**src/rtl/inst_queue.sv**
```systemverilog
// Instruction queue between fetch and decode: a DEPTH-entry circular buffer of {pc, inst}
// pairs with valid/ready on both sides and a flush that empties it on redirect.
module inst_queue #(
    parameter int INST_W = 32,
    parameter int PC_W   = 32,
    parameter int DEPTH  = 4,
    localparam int CNT_W = $clog2(DEPTH + 1)
) (
    input  logic              clk,
    input  logic              rst,
    input  logic              flush,
    input  logic              in_valid,
    output logic              in_ready,
    input  logic [INST_W-1:0] in_inst,
    input  logic [PC_W-1:0]   in_pc,
    output logic              out_valid,
    input  logic              out_ready,
    output logic [INST_W-1:0] out_inst,
    output logic [PC_W-1:0]   out_pc,
    output logic [CNT_W-1:0]  count
);

    localparam int PTR_W = $clog2(DEPTH);

    logic [PTR_W-1:0]  wr_ptr_q, wr_ptr_d;
    logic [PTR_W-1:0]  rd_ptr_q, rd_ptr_d;
    logic [CNT_W-1:0]  count_q, count_d;
    logic [INST_W-1:0] inst_mem_q [DEPTH];
    logic [PC_W-1:0]   pc_mem_q   [DEPTH];
    logic              push, pop;

    assign in_ready  = (count_q != CNT_W'(DEPTH));
    assign out_valid = (count_q != '0);
    assign push      = in_valid & in_ready & ~flush;
    assign pop       = out_valid & out_ready & ~flush;
    assign count     = count_q;

    // Head is read straight from the array: a push shows up only after count updates.
    assign out_inst = out_valid ? inst_mem_q[rd_ptr_q] : '0;
    assign out_pc   = out_valid ? pc_mem_q[rd_ptr_q]   : '0;

    always_comb begin
        wr_ptr_d = wr_ptr_q;
        rd_ptr_d = rd_ptr_q;
        count_d  = count_q;
        if (flush) begin
            wr_ptr_d = '0;
            rd_ptr_d = '0;
            count_d  = '0;
        end else begin
            if (push) wr_ptr_d = wr_ptr_q + PTR_W'(1);
            if (pop)  rd_ptr_d = rd_ptr_q + PTR_W'(1);
            case ({push, pop})
                2'b10:   count_d = count_q + CNT_W'(1);
                2'b01:   count_d = count_q - CNT_W'(1);
                default: count_d = count_q;
            endcase
        end
    end

    always_ff @(posedge clk) begin
        if (rst) begin
            wr_ptr_q <= '0;
            rd_ptr_q <= '0;
            count_q  <= '0;
        end else begin
            wr_ptr_q <= wr_ptr_d;
            rd_ptr_q <= rd_ptr_d;
            count_q  <= count_d;
        end
    end

    always_ff @(posedge clk) begin
        if (push && !rst) begin
            inst_mem_q[wr_ptr_q] <= in_inst;
            pc_mem_q[wr_ptr_q]   <= in_pc;
        end
    end

endmodule

```
**config.mk**
```make
export PLATFORM = sky130hd
export DESIGN_NAME = inst_queue
export DESIGN_NICKNAME = d
export VERILOG_FILES = /design/src/rtl/inst_queue.sv
export SDC_FILE = /design/constraint.sdc
export NUM_CORES = 1
export LEC_CHECK = 0
export ABC_AREA = 1
export CAP_MARGIN = 0
export CORE_MARGIN = 4
export CORE_UTILIZATION = 55
export DETAILED_ROUTE_END_ITERATION = 10
export PLACE_DENSITY = 0.8
export SLEW_MARGIN = 20
export SYNTH_ARGS = -nofsm -noshare
export SYNTH_HDL_FRONTEND = slang
export SYNTH_SLANG_ARGS = --single-unit
```
**constraint.sdc**
```tcl
create_clock -name clk -period 6.7 [get_ports clk]
set_clock_uncertainty 0.1 [all_clocks]
set_input_delay 1.675 -clock clk [delete_from_list [all_inputs] [get_ports clk]]
set_output_delay 1.675 -clock clk [all_outputs]
set_load 0.1 [all_outputs]
```
==> metrics.md, run 1 <==
| Metric | Value |
|---|---|
| Run status | `complete, no violations` |
| Synthesized Nets | `904` |
| WL/cell | `18.11 um` |
| Via density | `5.514` |
| All-Layer GR Usage | `20.20%` |
| Hold_buf cts | `0` |
| Achievable Freq | `178.0 MHz` |
| CP Launch Type | `flip-flop` |
| Synth Instances | `829` |
| Slowest stage delay, CP | `1170 ps` |
| Die span in y | `145.7 um` |
| Pre-antenna DRT Iters | `6` |
| Area Growth Syn to Fin | `22.15%` |
| Htree depth | `1` |
| Final setup violation count | `0` |
| Vias in the first global route | `6,665` |
| Worst path cell trace | `buf_4 > nor2_1 > nor2_1 > o21ai_0 > a21oi_1 > clkdlybuf4s50_1` |
| Post-Syn Area | `0.01042 mm2` |
| Die span in x | `145.7 um` |
| Setup TNS | `0 ps` |
| Root buffer cell | `clkbuf_16` |
| Period utilization | `83.85%` |
| WP data arrival | `3840 ps` |
| Peak supply drop | `0.0002281 V` |
| Initial drt markers | `467` |
| Sw Ratio | `22.76%` |
| Buffers and inverters on the worst path | `2` |
| Worst skew pair latency | `500 ps` |
| Reg power frac | `53.1%` |
| CP Max Fanout | `72` |
| Post-CTS setup repair buffer count | `0` |
| IO Pins | `138` |
| Resize count post-CTS | `0` |
| ANT nets after route | `0` |
| Slew @ Worst Pin | `1045 ps` |
| Drt total wl | `21,880 um` |
| Starting Density | `55.91%` |
| Power Density | `271.7 mW/mm2` |
| Int Pwr | `0.002672 W` |
| Worst path slowest cell | `clkdlybuf4s50_1` |
| FP Rows | `50` |
| First-pass GRT wire length | `34,380 um` |
| Cell family with most CP delay | `buffers and inverters` |
| Critical Path Most Common Cell | `nor2_1` |
| Total gr overflow | `0` |
| Share of cells above drive strength 1 | `5.961%` |
| Proportion of power drawn by combinational gates | `8.6%` |
| CTS tree | `built` |
| Post-Synthesis Mean Instance Area | `12.57 um2` |
| Final Max Tran Viols | `0` |
| Fin. Hold Viols | `0` |
| Fin Hold WS | `398.3 ps` |
| CP Class | `reg2out` |
| HP Class | `reg2reg` |
| Most frequent cells in the layout | `nor2_1, edfxtp_1, clkdlybuf4s50_1, o21ai_0, a21oi_1` |
| Remaining DRCs | `0` |
| Yosys reg bits | `265` |
| Worst Setup End Kind | `output pin` |
| Placeable Area | `0.01864 mm2` |
| Die Area | `0.02122 mm2` |
| Slew margin rel. | `30.16%` |
| Clock Tree Buf Depth | `3` |
| CP required | `4930 ps` |
| YS warnings | `0` |
| Vias | `6,661` |
| Antenna violations before repair | `1` |
| Synth unique cells | `18` |
| Maxcap violations | `0` |
| Min Clock Period, post-route | `5618 ps` |
| Largest net degree at the start of global routing | `73` |
| Clk pwr share | `38.3%` |
| PortBufs | `137` |
| Register area share after synthesis | `75.48%` |
| Routability cong. | `0.7392` |
| Final core occ | `68.30%` |
| Nets | `1,031` |
| P_leak | `4.266 nW` |
| Flop2flop setup slack | `4020 ps` |
| Switching power total | `0.0007875 W` |
| Commonest non-fill, non-tap cell in the layout | `nor2_1` |
| CTS clk-pin slew, worst paths | `60 ps` |
| CTS sink count | `265` |
| CTS Buf Count | `25` |
| DPL Wire Length | `12,340 um` |
| RSZ-0062 raised after global routing | `no` |
kinds of logic after synthesis:
kind of cell	count (synthesis)	synth area share, %
buffers and inverters	68	3.625
AO/OA/AOI/OAI	198	9.507
flip-flops	265	75.48
adder cells (fa/ha/maj)	6	0.7922
AND/OR/NAND/NOR	292	10.60
cells in the mapped netlist:
library cell	instances	share of area [%]
buf_4	4	0.29
nand3_1	5	0.24
a21oi_1	69	3.3
ha_1	5	0.60
clkbuf_1	13	0.47
buf_1	4	0.14
o21ai_0	119	5.7
nor2_1	269	9.7
edfxtp_1	256	74
fa_1	1	0.19
inv_1	18	0.65
dfxtp_1	9	1.7
o21ai_1	10	0.48
inv_2	3	0.11
buf_2	14	0.67
nand2_1	17	0.61
or2_2	1	0.060
buf_6	12	1.3
registers in the layout (all words and copies together), names as in the netlist, named ones only:
name and flops:
inst_mem_q 128, count 3, rd_ptr_q 2, pc_mem_q 128, wr_ptr_q 2
final timing paths:
kind,cells after the start,start,endpoint
worst max-delay path,6,flip-flop,out_pc[15]
worst max register to register,6,count[1],pc_mem_q[3][14]
worst min register to register,2,count[0],count[0]
worst min-delay path,2,count[0],count[0]
area by class of cell:
type | instances | area, um2
Multi-Input combinational cell | 496 | 2208
Antenna cell | 1 | 2.502
Tap cell | 234 | 292.8
Inverter | 21 | 80.08
Sequential cell | 265 | 7873
Fill cell | 1288 | 5911
Clock inverter | 18 | 150.1
Timing Repair Buffer | 147 | 1496
Clock buffer | 26 | 629.4
through the flow:
stage / power [W] / instance area [um2] / worst slack [ps] / cells
finish: 0.003460 / 12730 / 1082 / 1208
global route: 0.003570 / 12730 / 795.3 / 1208
CTS: 0.003482 / 12730 / 1022 / 1207
detailed placement: 0.002170 / 11950 / 1597 / 1163
global placement: 0.002165 / 11950 / 1708 / 1163
floorplan: 0.002061 / 10420 / 1002 / 829
worst reg2reg max path, stage by stage (launching register included):
cell and delay (ps):
dfxtp_1 370, nor2_1 80, nand2_1 120, nand2_1 120
or2_2 400, nor2_4 810, buf_12 340
layer usage:
layer  track usage (%)  vias up  part of all wire [%]
met4             7.217        0                   2.2
met2             36.01      229                    52
met1             24.43     3227                    39
met3             4.204       41                   6.8
met5                 0        -                     0
li1                  -     3164                     -
power by group through the flow:
| stage | clock, W | sequential, W | combinational, W |
|---|---|---|---|
| floorplan | 0 | 0.00188 | 0.000184 |
| global placement | 0 | 0.00187 | 0.000294 |
| detailed placement | 0 | 0.00187 | 0.000297 |
| CTS | 0.00135 | 0.00184 | 0.000299 |
| global route | 0.00142 | 0.00184 | 0.000312 |
| finish | 0.00133 | 0.00184 | 0.000297 |
(Power assumes the default switching activity.)
==> run 2: changes to the inputs <==
==> constraint.sdc (replaced) <==
create_clock -name clk -period 5.25 [get_ports clk]
set_clock_uncertainty 0.1 [all_clocks]
set_input_delay 1.3125 -clock clk [delete_from_list [all_inputs] [get_ports clk]]
set_output_delay 1.3125 -clock clk [all_outputs]
set_load 0.1 [all_outputs]
==> metrics.md, run 2 (synthesized netlist as in run 1, its figures left out) <==
| Metric | Value |
|---|---|
| Commonest non-fill, non-tap cell in the layout | `nor2_1` |
| Power Density | `361.5 mW/mm2 (+33%)` |
| P_leak | `4.436 nW (+4.0%)` |
| ANT nets after route | `0 (unchanged)` |
| CP Max Fanout | `86 (+19%)` |
| Final Max Tran Viols | `0 (unchanged)` |
| Largest net degree at the start of global routing | `87 (+19%)` |
| Pre-antenna DRT Iters | `4 (-2)` |
| All-Layer GR Usage | `20.16% (-0.031 points)` |
| Via density | `5.519 (about the same)` |
| Clock Tree Buf Depth | `3 (unchanged)` |
| Post-CTS setup repair buffer count | `0 (unchanged)` |
| Antenna violations before repair | `0 (-1)` |
| CTS tree | `built` |
| DP Cell Count | `1,164 (+0.086%)` |
| DPL Wire Length | `13,010 um (+5.4%)` |
| Slew @ Worst Pin | `977.9 ps (-67.28 ps)` |
| Routability cong. | `0.7658 (+3.6%)` |
| Total gr overflow | `0 (unchanged)` |
| Design Power | `0.004571 W (+32%)` |
| Slew margin rel. | `34.60% (+4.4 points)` |
| CTS Buf Count | `26 (+4.0%)` |
| Reg2reg path depth | `6 (unchanged)` |
| WP data arrival | `3100 ps (-740 ps)` |
| First-pass GRT wire length | `34,270 um (-0.34%)` |
| Most frequent cells in the layout | `nor2_1, edfxtp_1, o21ai_0, clkdlybuf4s50_1, buf_4` |
| Peak supply drop | `0.0002551 V (+12%)` |
| Most used routing layer in global routing | `met2` |
| GRT met2 Usage | `34.96% (-1.0 points)` |
| R2R Path End | `inst_mem_q[1][20]` |
| ANT cells | `0 (-1)` |
| Vias | `6,684 (+0.35%)` |
| Drt total wl | `22,030 um (+0.67%)` |
| Die span in y | `145.7 um (unchanged)` |
| Htree depth | `1 (unchanged)` |
| IO Pins | `138 (unchanged)` |
| PortBufs | `137 (unchanged)` |
| Worst hold stages | `2 (unchanged)` |
| CP Class | `reg2out` |
| Worst Setup End Kind | `output pin` |
| CP required | `3840 ps (-1090 ps)` |
| Hold_sp | `count[0]` |
| CP Launch Type | `flip-flop` |
| Fin. Hold Viols | `0 (unchanged)` |
| RSZ-0062 raised after global routing | `no` |
| FP Rows | `50 (unchanged)` |
| Hold Path End | `count[0]` |
| Share of cells above drive strength 1 | `12.28% (+6.3 points)` |
| Final setup violation count | `0 (unchanged)` |
| Layout Cells excl Fill | `1,211 (+0.25%)` |
| Die span in x | `145.7 um (unchanged)` |
| Remaining DRCs | `0 (unchanged)` |
| Placeable Area | `0.01864 mm2 (unchanged)` |
| Root buffer cell | `clkbuf_16` |
| Met1 usage | `25.97% (+1.5 points)` |
| HP Class | `reg2reg` |
| Worst reg2reg startpoint | `count[0]` |
| Die Area | `0.02122 mm2 (unchanged)` |
| Area Growth Syn to Fin | `21.32%` |
| Vias in the first global route | `6,685 (+0.30%)` |
| Hold_buf cts | `0 (unchanged)` |
| Resize count post-CTS | `0 (unchanged)` |
| Initial drt markers | `648 (+39%)` |
| CTS sink count | `265 (unchanged)` |
| CTS clk-pin slew, worst paths | `60 ps (about the same)` |
| Achievable Freq | `221.4 MHz` |
| Period utilization | `86.02%` |
| Maxcap violations | `0 (unchanged)` |
| Run status | `complete, no violations` |
| Worst skew pair latency | `510 ps (about the same)` |
| Min Clock Period, post-route | `4516 ps` |
| Flop2flop setup slack | `2880 ps (-1140 ps)` |
| WL/cell | `18.19 um (+0.42%)` |
| Starting Density | `55.91% (unchanged)` |
| Nets | `1,033 (+0.19%)` |
| GR Util met3 | `3.519% (-0.69 points)` |
run 2: changes by cell type in the layout (fill, tap and decap cells not counted):
cell and change:
clkinv_2 -2, clkbuf_1 +5, clkinvlp_4 -2, buf_4 +66
clkdlybuf4s50_1 -64, clkinv_1 +1, diode_2 -1, clkbuf_16 +2
bufinv_16 +2, clkinv_4 -3, buf_12 -1
run 2: stage by stage:
stage          utilization (%)  hold slack [ps]  TNS [ps]  worst slack [ps]  area (um2)
2_1_floorplan                -            364.3   -114600            -447.6       10420
6_report                 67.83            405.3         0             733.9       12650
3_3_place_gp             63.21            381.9         0              1370       11790
4_1_cts                  67.83            410.1         0             748.9       12650
5_1_grt                  67.83            446.6         0             558.4       12650
3_5_place_dp             63.21            401.6         0              1348       11790
run 2: area by class of cell:
cell class	count	area (um2)
clock buffers	33	698.2
clock inverters	14	162.7
fillers	1305	5997
inverters	21	80.08
multi-input cells	496	2208
flip-flops and latches	265	7873
well taps	234	292.8
repair buffers	148	1331
run 2: worst max-delay path, stage by stage (launching register included):
cell	delay [ps]
dfxtp_4	740
clkinv_2	650
buf_12	420
o21ai_0	310
a21oi_1	140
buf_4	280
run 2: worst max-delay path by stage:
stage | start | end
CTS | flip-flop | out_pc[25]
floorplan | count[1] | inst_mem_q[0][0]
finish | flip-flop | out_pc[25]
global placement | flip-flop | out_inst[28]
global route | flip-flop | out_pc[25]
detailed placement | flip-flop | out_inst[19]
run 2: metal layers:
| layer | share of wire [%] | wire length (um) |
|---|---|---|
| met1 | 40 | 8808 |
| met2 | 50 | 11080 |
| met3 | 7.3 | 1614 |
| met4 | 2.4 | 526 |
| met5 | 0 | 0 |
run 2: power breakdown:
part	internal, W	switching [W]
registers	0.00234	0.00000674
clock network	0.00113	0.000723
logic	0.0000951	0.000278
total	0.00356	0.00101
